### config.mk
export PLATFORM = sky130hd
export DESIGN_NAME = prg_loader
export DESIGN_NICKNAME = d
export VERILOG_FILES = /design/src/rtl/pet_pkg.sv /design/src/rtl/prg_loader.sv
export SDC_FILE = /design/constraint.sdc
export NUM_CORES = 1
export LEC_CHECK = 0
export BUFFER_PORTS_ARGS = -buffer_cell sky130_fd_sc_hd__buf_2
export CORE_MARGIN = 2
export CORE_UTILIZATION = 52
export DETAILED_ROUTE_END_ITERATION = 16
export PLACE_DENSITY = 0.83
export SLEW_MARGIN = 25
export SYNTH_ARGS = -nofsm -noshare
export SYNTH_HDL_FRONTEND = slang
export SYNTH_SLANG_ARGS = --single-unit
### constraint.sdc
create_clock -name clk -period 1.6 [get_ports clk]
set_input_delay 0.32 -clock clk [delete_from_list [all_inputs] [get_ports clk]]
set_output_delay 0.32 -clock clk [all_outputs]
set_load 0.01 [all_outputs]
### src/rtl/pet_pkg.sv
// pet_pkg: shared loader FSM states, pointer-block defaults and RAM limit for the PET core.
package pet_pkg;
  typedef enum logic [2:0] {IDLE, HDR_LO, HDR_HI, DATA, PTR, DONE} state_t;
  localparam logic [7:0] PTR_BASE_DEF = 8'h2A;
  localparam int PTR_COUNT_DEF = 3;
  localparam logic [15:0] RAM_TOP = 16'h8000;
endpackage

### src/rtl/prg_loader.sv
// prg_loader: streams a PRG image into PET RAM over DMA, then writes the BASIC end pointers.
module prg_loader
  import pet_pkg::*;
#(
  parameter logic [7:0] PTR_BASE = PTR_BASE_DEF,
  parameter int PTR_COUNT = PTR_COUNT_DEF
) (
  input  logic        clk,
  input  logic        reset_n,
  input  logic        ioctl_download,
  input  logic        ioctl_wr,
  input  logic [7:0]  ioctl_dout,
  output logic        ioctl_wait,
  output logic [15:0] dma_addr,
  output logic [7:0]  dma_din,
  output logic        dma_we,
  output logic        cpu_hold,
  output logic        busy,
  output logic        err
);
  localparam logic [7:0] LAST = 8'(2 * PTR_COUNT - 1);
  state_t state, nxt;
  logic dl_q, pend, rise, start;
  logic [15:0] wr_ptr, end_ptr;
  logic [7:0] idx;
  assign rise = ioctl_download & ~dl_q;
  assign start = rise | pend;
  assign end_ptr = wr_ptr[15] ? RAM_TOP : wr_ptr;
  always_comb begin
    nxt = state;
    case (state)
      IDLE:    nxt = start ? HDR_LO : IDLE;
      HDR_LO:  nxt = ioctl_wr ? HDR_HI : (ioctl_download ? HDR_LO : DONE);
      HDR_HI:  nxt = ioctl_wr ? DATA : (ioctl_download ? HDR_HI : DONE);
      DATA:    nxt = ioctl_download ? DATA : PTR;
      PTR:     nxt = (idx == LAST) ? DONE : PTR;
      default: nxt = IDLE;
    endcase
  end
  // wr_ptr doubles as the load address while the header is assembled
  always_ff @(posedge clk or negedge reset_n) begin
    if (!reset_n) begin
      state      <= IDLE;
      dl_q       <= 1'b0;
      pend       <= 1'b0;
      wr_ptr     <= '0;
      idx        <= '0;
      dma_addr   <= '0;
      dma_din    <= '0;
      dma_we     <= 1'b0;
      ioctl_wait <= 1'b0;
      cpu_hold   <= 1'b0;
      busy       <= 1'b0;
      err        <= 1'b0;
    end else begin
      state      <= nxt;
      dl_q       <= ioctl_download;
      dma_we     <= 1'b0;
      busy       <= nxt != IDLE;
      cpu_hold   <= nxt != IDLE;
      ioctl_wait <= nxt == PTR || nxt == DONE;
      pend       <= (state == IDLE) ? 1'b0 : (pend | rise);
      case (state)
        IDLE: if (start) err <= 1'b0;
        HDR_LO: begin
          if (ioctl_wr) wr_ptr[7:0] <= ioctl_dout;
          else if (!ioctl_download) err <= 1'b1;
        end
        HDR_HI: begin
          if (ioctl_wr) wr_ptr[15:8] <= ioctl_dout;
          else if (!ioctl_download) err <= 1'b1;
        end
        DATA: begin
          idx <= '0;
          if (ioctl_wr) begin
            if (wr_ptr[15]) err <= 1'b1;
            else begin
              dma_we   <= 1'b1;
              dma_addr <= wr_ptr;
              dma_din  <= ioctl_dout;
            end
            wr_ptr <= (&wr_ptr) ? wr_ptr : wr_ptr + 16'd1;
          end
        end
        PTR: begin
          dma_we   <= 1'b1;
          dma_addr <= {8'h00, PTR_BASE + idx};
          dma_din  <= idx[0] ? end_ptr[15:8] : end_ptr[7:0];
          idx      <= idx + 8'd1;
        end
        default: ;
      endcase
    end
  end
endmodule

# Word-level counts from Yosys, hierarchy flattened

Cells that the tools add are included.

Word-level logic and storage cells: 79
Register bits: 57

Add/sub/neg operators: 3
Bitwise logic cells: 3
Reductions and logical operators: 13
Equal/unequal tests: 16
Muxes and demuxes: 32

Operators by type and width:

| kind                                                             | count |
|---|---|
| 16-bit 2-to-1 mux                                                | 5 |
| 8-bit one-hot mux with 2 select lines                            | 4 |
| 8-bit 2-to-1 mux                                                 | 4 |
| 16-bit one-hot mux with 2 select lines                           | 1 |
| 2-bit != test (second input constant)                            | 9 |
| 16-bit by 1-bit adder with 16-bit output (second input constant) | 1 |
| 16-bit AND reduction                                             | 1 |
| 3-bit 2-to-1 mux                                                 | 5 |
| 3-bit one-hot mux with 5 select lines                            | 1 |
| 1-bit 2-to-1 mux                                                 | 10 |
| 3-bit == test (second input constant)                            | 3 |
| 6-bit by 8-bit adder with 8-bit output (first input constant)    | 1 |
| 8-bit by 1-bit adder with 8-bit output (second input constant)   | 1 |
| 8-bit by 3-bit == test with 1-bit output (second input constant) | 1 |
| 4-bit AND reduction                                              | 2 |
| 3-bit by 2-bit == test with 1-bit output (second input constant) | 2 |
| 6-bit AND reduction                                              | 1 |
| 2-bit nonzero test                                               | 3 |
| 3-bit nonzero test                                               | 2 |
| 3-bit by 1-bit == test with 1-bit output (second input constant) | 1 |
| 3-bit zero test                                                  | 1 |
| 1-bit one-hot mux with 3 select lines                            | 1 |
| 3-bit AND reduction                                              | 1 |
| 1-bit one-hot mux with 2 select lines                            | 1 |
| 5 further kinds                                                  | 5 |

# Depth between registers and ports, before layout

Word-level depth: 7
Gate-level depth with buffers: 7

# Worst setup path after synthesis

OpenSTA, ideal clock, no wires.

Kind: reg-to-reg
Start point: reg wr_ptr[0]
End point: reg wr_ptr[1]
Data required time: 1.472 ns
Cell stages (with the launch flop): 7
Arrival: 1.657 ns
Path slack: -0.185 ns
Clock period less this slack: 1.785 ns
Library setup time: 0.128 ns
Cell sequence: dfrtp_1 ha_1 and3_1 buf_2 and4_4 a21oi_4 mux2_1

Cells in the longest elaborated chain, start to end: 4

RTL lines:

| element                                  | line             | text |
|---|---|---|
| start, declared                          | prg_loader.sv:24 | `logic [15:0] wr_ptr, end_ptr;` |
| start signal, assigned                   | prg_loader.sv:66 | `if (ioctl_wr) wr_ptr[7:0] <= ioctl_dout;` |
| start signal, assigned                   | prg_loader.sv:82 | `wr_ptr <= (&wr_ptr) ? wr_ptr : wr_ptr + 16'd1;` |
| 16-bit by 1-bit adder with 16-bit output | prg_loader.sv:82 |  |
| 16-bit 2-to-1 mux                        | prg_loader.sv:82 |  |
| 16-bit 2-to-1 mux                        | prg_loader.sv:75 | `if (ioctl_wr) begin` |
| 8-bit one-hot mux with 2 select lines    | prg_loader.sv:63 | `case (state)` |

Several ways; a longest one is shown, not always the timed one. The select of a mux whose other input is x is not followed.
A chain may end at the register's enable or synchronous reset.

# Worst setup path in the final report

Start point: reg wr_ptr[1]
End point: reg wr_ptr[2]

Same word-level chain as after synthesis.

==> impl_metrics.prom <==
# TYPE chip_impl_metric gauge
chip_impl_info{name="outcome",value="complete, but fails checks"} 1
chip_impl_info{name="failed_checks",value="negative setup slack"} 1
chip_impl_metric{name="syn-mean-instance-area",unit="um^2"} 9.131
chip_impl_metric{name="drtPass1Iterations",unit=""} 5
chip_impl_metric{name="multi_input_area",unit="um^2"} 1734
chip_impl_metric{name="placementRows",unit=""} 28
chip_impl_metric{name="netlist_area",unit="um^2"} 3251
chip_impl_metric{name="synth.ff_latch_count",unit=""} 56
chip_impl_metric{name="drt_drc_violations_left",unit=""} 0
chip_impl_metric{name="num-fill-cells",unit=""} 431
chip_impl_metric{name="fin_ws",unit="ns"} -0.07466
chip_impl_metric{name="max_h_tree_level",unit=""} 2
chip_impl_metric{name="fp.coreArea",unit="um^2"} 5991
chip_impl_metric{name="final-hold-violation-count",unit=""} 0
chip_impl_metric{name="port_buffers",unit=""} 39
chip_impl_metric{name="avgRoutedWirePerCell",unit="um"} 18.89
chip_impl_metric{name="wl",unit="um"} 9484
chip_impl_metric{name="post_drt_via_cell_ratio",unit=""} 6.480
chip_impl_metric{name="vias_in_the_first_global_route",unit=""} 2817
chip_impl_metric{name="power.share.switching",unit="%"} 40.91
chip_impl_metric{name="cp.arrival",unit="ns"} 1.92
chip_impl_metric{name="finalClockSkew",unit="ns"} 0.006360
chip_impl_metric{name="fin_hold_ws",unit="ns"} 0.2032
chip_impl_metric{name="minimum_setup_slack_after_placement",unit="ns"} -0.01445
chip_impl_metric{name="crit_path_max_fanout",unit=""} 7
chip_impl_metric{name="final-instance-count-excl-fill",unit=""} 502
chip_impl_metric{name="final_antenna_net_count",unit=""} 0
chip_impl_metric{name="netlist_instances",unit=""} 356
chip_impl_metric{name="post-route-util",unit="%"} 68.67
chip_impl_metric{name="maximum_ir_drop_on_the_vdd_rail",unit="V"} 0.0008080
chip_impl_metric{name="grt_max_degree",unit=""} 25
chip_impl_metric{name="synth.net_count",unit=""} 372
chip_impl_metric{name="drv_cap",unit=""} 0
chip_impl_info{name="cp-start-kind",value="flop"} 1
chip_impl_metric{name="worst_path_largest_cell_delay",unit="ns"} 0.42
chip_impl_metric{name="dp.cells",unit=""} 483
chip_impl_metric{name="share_comb_of_total_power",unit="%"} 53.0
chip_impl_metric{name="cp_data_required_time",unit="ns"} 1.84
chip_impl_metric{name="setup-violations-final",unit=""} 11
chip_impl_metric{name="summed_negative_setup_slack_over_all_endpoints",unit="ns"} -0.3957
chip_impl_info{name="endpoint_kind",value="flop"} 1
chip_impl_metric{name="synth_edf_count",unit=""} 0
chip_impl_metric{name="power_per_cell_area",unit="nW/um^2"} 1671
chip_impl_metric{name="critical_path.n_buffers_inverters",unit=""} 1
chip_impl_metric{name="first_iter_violations",unit=""} 448
chip_impl_metric{name="timing_max_transition_violations_final",unit=""} 0
chip_impl_metric{name="layout_min_cycle_time",unit="ns"} 1.675
chip_impl_metric{name="cts_buffers",unit=""} 5
chip_impl_metric{name="globalRoute.totalOverflow",unit=""} 0
chip_impl_metric{name="vias",unit=""} 3253
chip_impl_metric{name="floorplan.initialDensity",unit="%"} 54.26
chip_impl_metric{name="seq_area",unit="um^2"} 1403
chip_impl_metric{name="area_growth_syn_to_layout",unit="%"} 26.56
chip_impl_metric{name="synth.yosys.warnings",unit=""} 0
chip_impl_info{name="tritoncts",value="yes"} 1
chip_impl_metric{name="grt_use_total",unit="%"} 25.08
chip_impl_metric{name="static-leakage-power",unit="uW"} 0.001946
chip_impl_info{name="timing.critical_path.max_delay_family",value="flip-flops"} 1
chip_impl_metric{name="clock_power_share",unit="%"} 13.8
chip_impl_metric{name="maxSlewHeadroom",unit="%"} 65.11
chip_impl_metric{name="clk_latency",unit="ns"} 0.32
chip_impl_info{name="hold_path_class",value="input port to flop"} 1
chip_impl_metric{name="numClockSinks",unit=""} 56
chip_impl_metric{name="antenna_found_initial",unit=""} 0
chip_impl_metric{name="synth_largest_type_area_fraction",unit="%"} 43.11
chip_impl_metric{name="fin_crit_sh",unit="%"} 104.7
chip_impl_metric{name="max-clock-path-buffers",unit=""} 2
chip_impl_metric{name="grt_first_pass_wirelength",unit="um"} 14080
chip_impl_metric{name="sequential_fraction_of_the_synthesis_area",unit="%"} 43.11
chip_impl_info{name="critical_path.slowest_cell",value="sky130_fd_sc_hd__dfrtp_1"} 1
chip_impl_metric{name="die-area",unit="um^2"} 6900
chip_impl_info{name="cts.root.buffer_cell",value="sky130_fd_sc_hd__clkbuf_8"} 1
chip_impl_info{name="synth_area_leaders",value="sky130_fd_sc_hd__dfrtp_1, sky130_fd_sc_hd__nand2_1, sky130_fd_sc_hd__mux2i_1"} 1
chip_impl_metric{name="die-width",unit="um"} 83.07
chip_impl_metric{name="async_set_or_reset_flop_fraction_in_the_synthesized_netlist",unit="%"} 100.0
chip_impl_metric{name="power.net_switching",unit="uW"} 2813
chip_impl_metric{name="clk_pin_slew",unit="ns"} 0.10
chip_impl_info{name="critPathKind",value="flop to flop"} 1
chip_impl_metric{name="tightestPinTransition",unit="ns"} 0.5233
chip_impl_metric{name="gp_routability_congestion",unit=""} 0.9533
chip_impl_info{name="synth_top_cell_by_area",value="sky130_fd_sc_hd__dfrtp_1"} 1
chip_impl_info{name="critical_path_cell_sequence",value="ha_2 -> and3_4 -> and4_4 -> buf_4 -> a211oi_2 -> a2bb2oi_1"} 1
chip_impl_metric{name="antennaDiodeCount",unit=""} 0
chip_impl_metric{name="fin_nets",unit=""} 442
chip_impl_metric{name="place.detailed.hpwl",unit="um"} 6259
chip_impl_metric{name="layout_cell_share_with_drive_strength_beyond_1",unit="%"} 31.15
chip_impl_info{name="synth_top_flop_cell",value="sky130_fd_sc_hd__dfrtp_1"} 1
chip_impl_metric{name="power.internal",unit="uW"} 4063
chip_impl_info{name="grt_setup_unrepaired",value="yes"} 1
chip_impl_metric{name="io_pins",unit=""} 41
chip_impl_metric{name="die-height",unit="um"} 83.07
chip_impl_metric{name="fmax",unit="GHz"} 0.5971
chip_impl_metric{name="synth.lib_cells_used.distinct",unit=""} 53
chip_impl_metric{name="power.share.sequential",unit="%"} 33.2
## logic make-up after synthesis
logic type	share of synthesized area (%)
flip-flops	43.11
AND/OR/NAND/NOR	21.32
AO/OA/AOI/OAI	19.90
adder cells (fa/ha/maj)	1.540
buffers and inverters	6.235
other	0.1154
XOR/XNOR	1.886
multiplexers	5.889
## worst paths after layout
path                                 from           to  slack, ns  depth (start not counted)
min                        ioctl_download         dl_q       0.20                          1
max reg2reg                     wr_ptr[1]    wr_ptr[2]      -0.07                          6
min in group asynchronous         reset_n    wr_ptr[1]       0.50                          2
max in group asynchronous         reset_n  dma_addr[2]       0.61                          3
min reg2reg                          pend         pend       0.52                          2
max                             wr_ptr[1]    wr_ptr[2]      -0.07                          6
## per-stage QoR
stage                     power (uW)  area, um^2
after floorplan                 4247        3281
after global placement          5407        3780
after detailed placement        5525        3780
after CTS                       6522        3923
after global routing            7251        4114
final                           6876        4114
## repair_timing
action,CTS,global route
hold buffers,1,0
resized for setup,6,27
buffers inserted,0,8
endpoints found under the hold margin,17,0
pin swaps,1,9
setup endpoints to repair,10,36
gates cloned,0,2
## flip-flops by register name, indices dropped and copies added (netlist names)
name,flops
idx,8
busy,1
state,3
dma_we,1
dma_addr,15
pend,1
dl_q,1
dma_din,8
err,1
ioctl_wait,1
wr_ptr,16
## layout by cell type, fill, tap and decap left out, types with 5 or more instances in the layout
cell type / count
sky130_fd_sc_hd__a211oi_2: 5
sky130_fd_sc_hd__and3_1: 7
sky130_fd_sc_hd__mux2i_1: 18
sky130_fd_sc_hd__o21ai_1: 7
sky130_fd_sc_hd__buf_4: 40
sky130_fd_sc_hd__nand3_1: 12
sky130_fd_sc_hd__clkbuf_8: 5
sky130_fd_sc_hd__nor2_1: 22
sky130_fd_sc_hd__a21oi_1: 20
sky130_fd_sc_hd__or3_1: 8
sky130_fd_sc_hd__nand2_1: 53
sky130_fd_sc_hd__buf_2: 39
sky130_fd_sc_hd__buf_12: 5
sky130_fd_sc_hd__buf_6: 7
sky130_fd_sc_hd__o21ai_0: 15
sky130_fd_sc_hd__a2bb2oi_1: 7
sky130_fd_sc_hd__a31oi_1: 10
sky130_fd_sc_hd__o22ai_1: 5
sky130_fd_sc_hd__nand4_1: 5
sky130_fd_sc_hd__dfrtp_1: 55
## routing by layer
layer  routed length [um]  vias up  track usage, %
met4                  381        0           7.750
met3                  943       56           3.877
met2                 4415      241           40.10
met1                 3743     1525           35.24
li1                     -     1431               -
met5                    0        -               0
## cell usage after synthesis, drive strengths merged (9+ instances only)
master,n
a31oi,11
buf,22
nor2,23
a21oi,23
nand3,12
o21ai,22
nand2,53
mux2i,18
or3,9
dfrtp,56
clkbuf,11
## layout make-up
type / instances / area share, %
Multi-Input combinational cell: 264 / 42.15
Sequential cell: 56 / 34.09
Timing Repair Buffer: 96 / 18.58
Tap cell: 75 / 2.281
Clock buffer: 6 / 1.764
Clock inverter: 2 / 0.8516
Inverter: 3 / 0.2737
## power by group through the flow
stage                     logic (uW)  registers, uW  clock network [uW]
after floorplan                 1770           2480                   0
after global placement          3160           2250                   0
after detailed placement        3240           2280                   0
after CTS                       3320           2250                 947
after global routing            3900           2350                1010
final                           3650           2280                 948
Power figures use the tool's default switching activity.
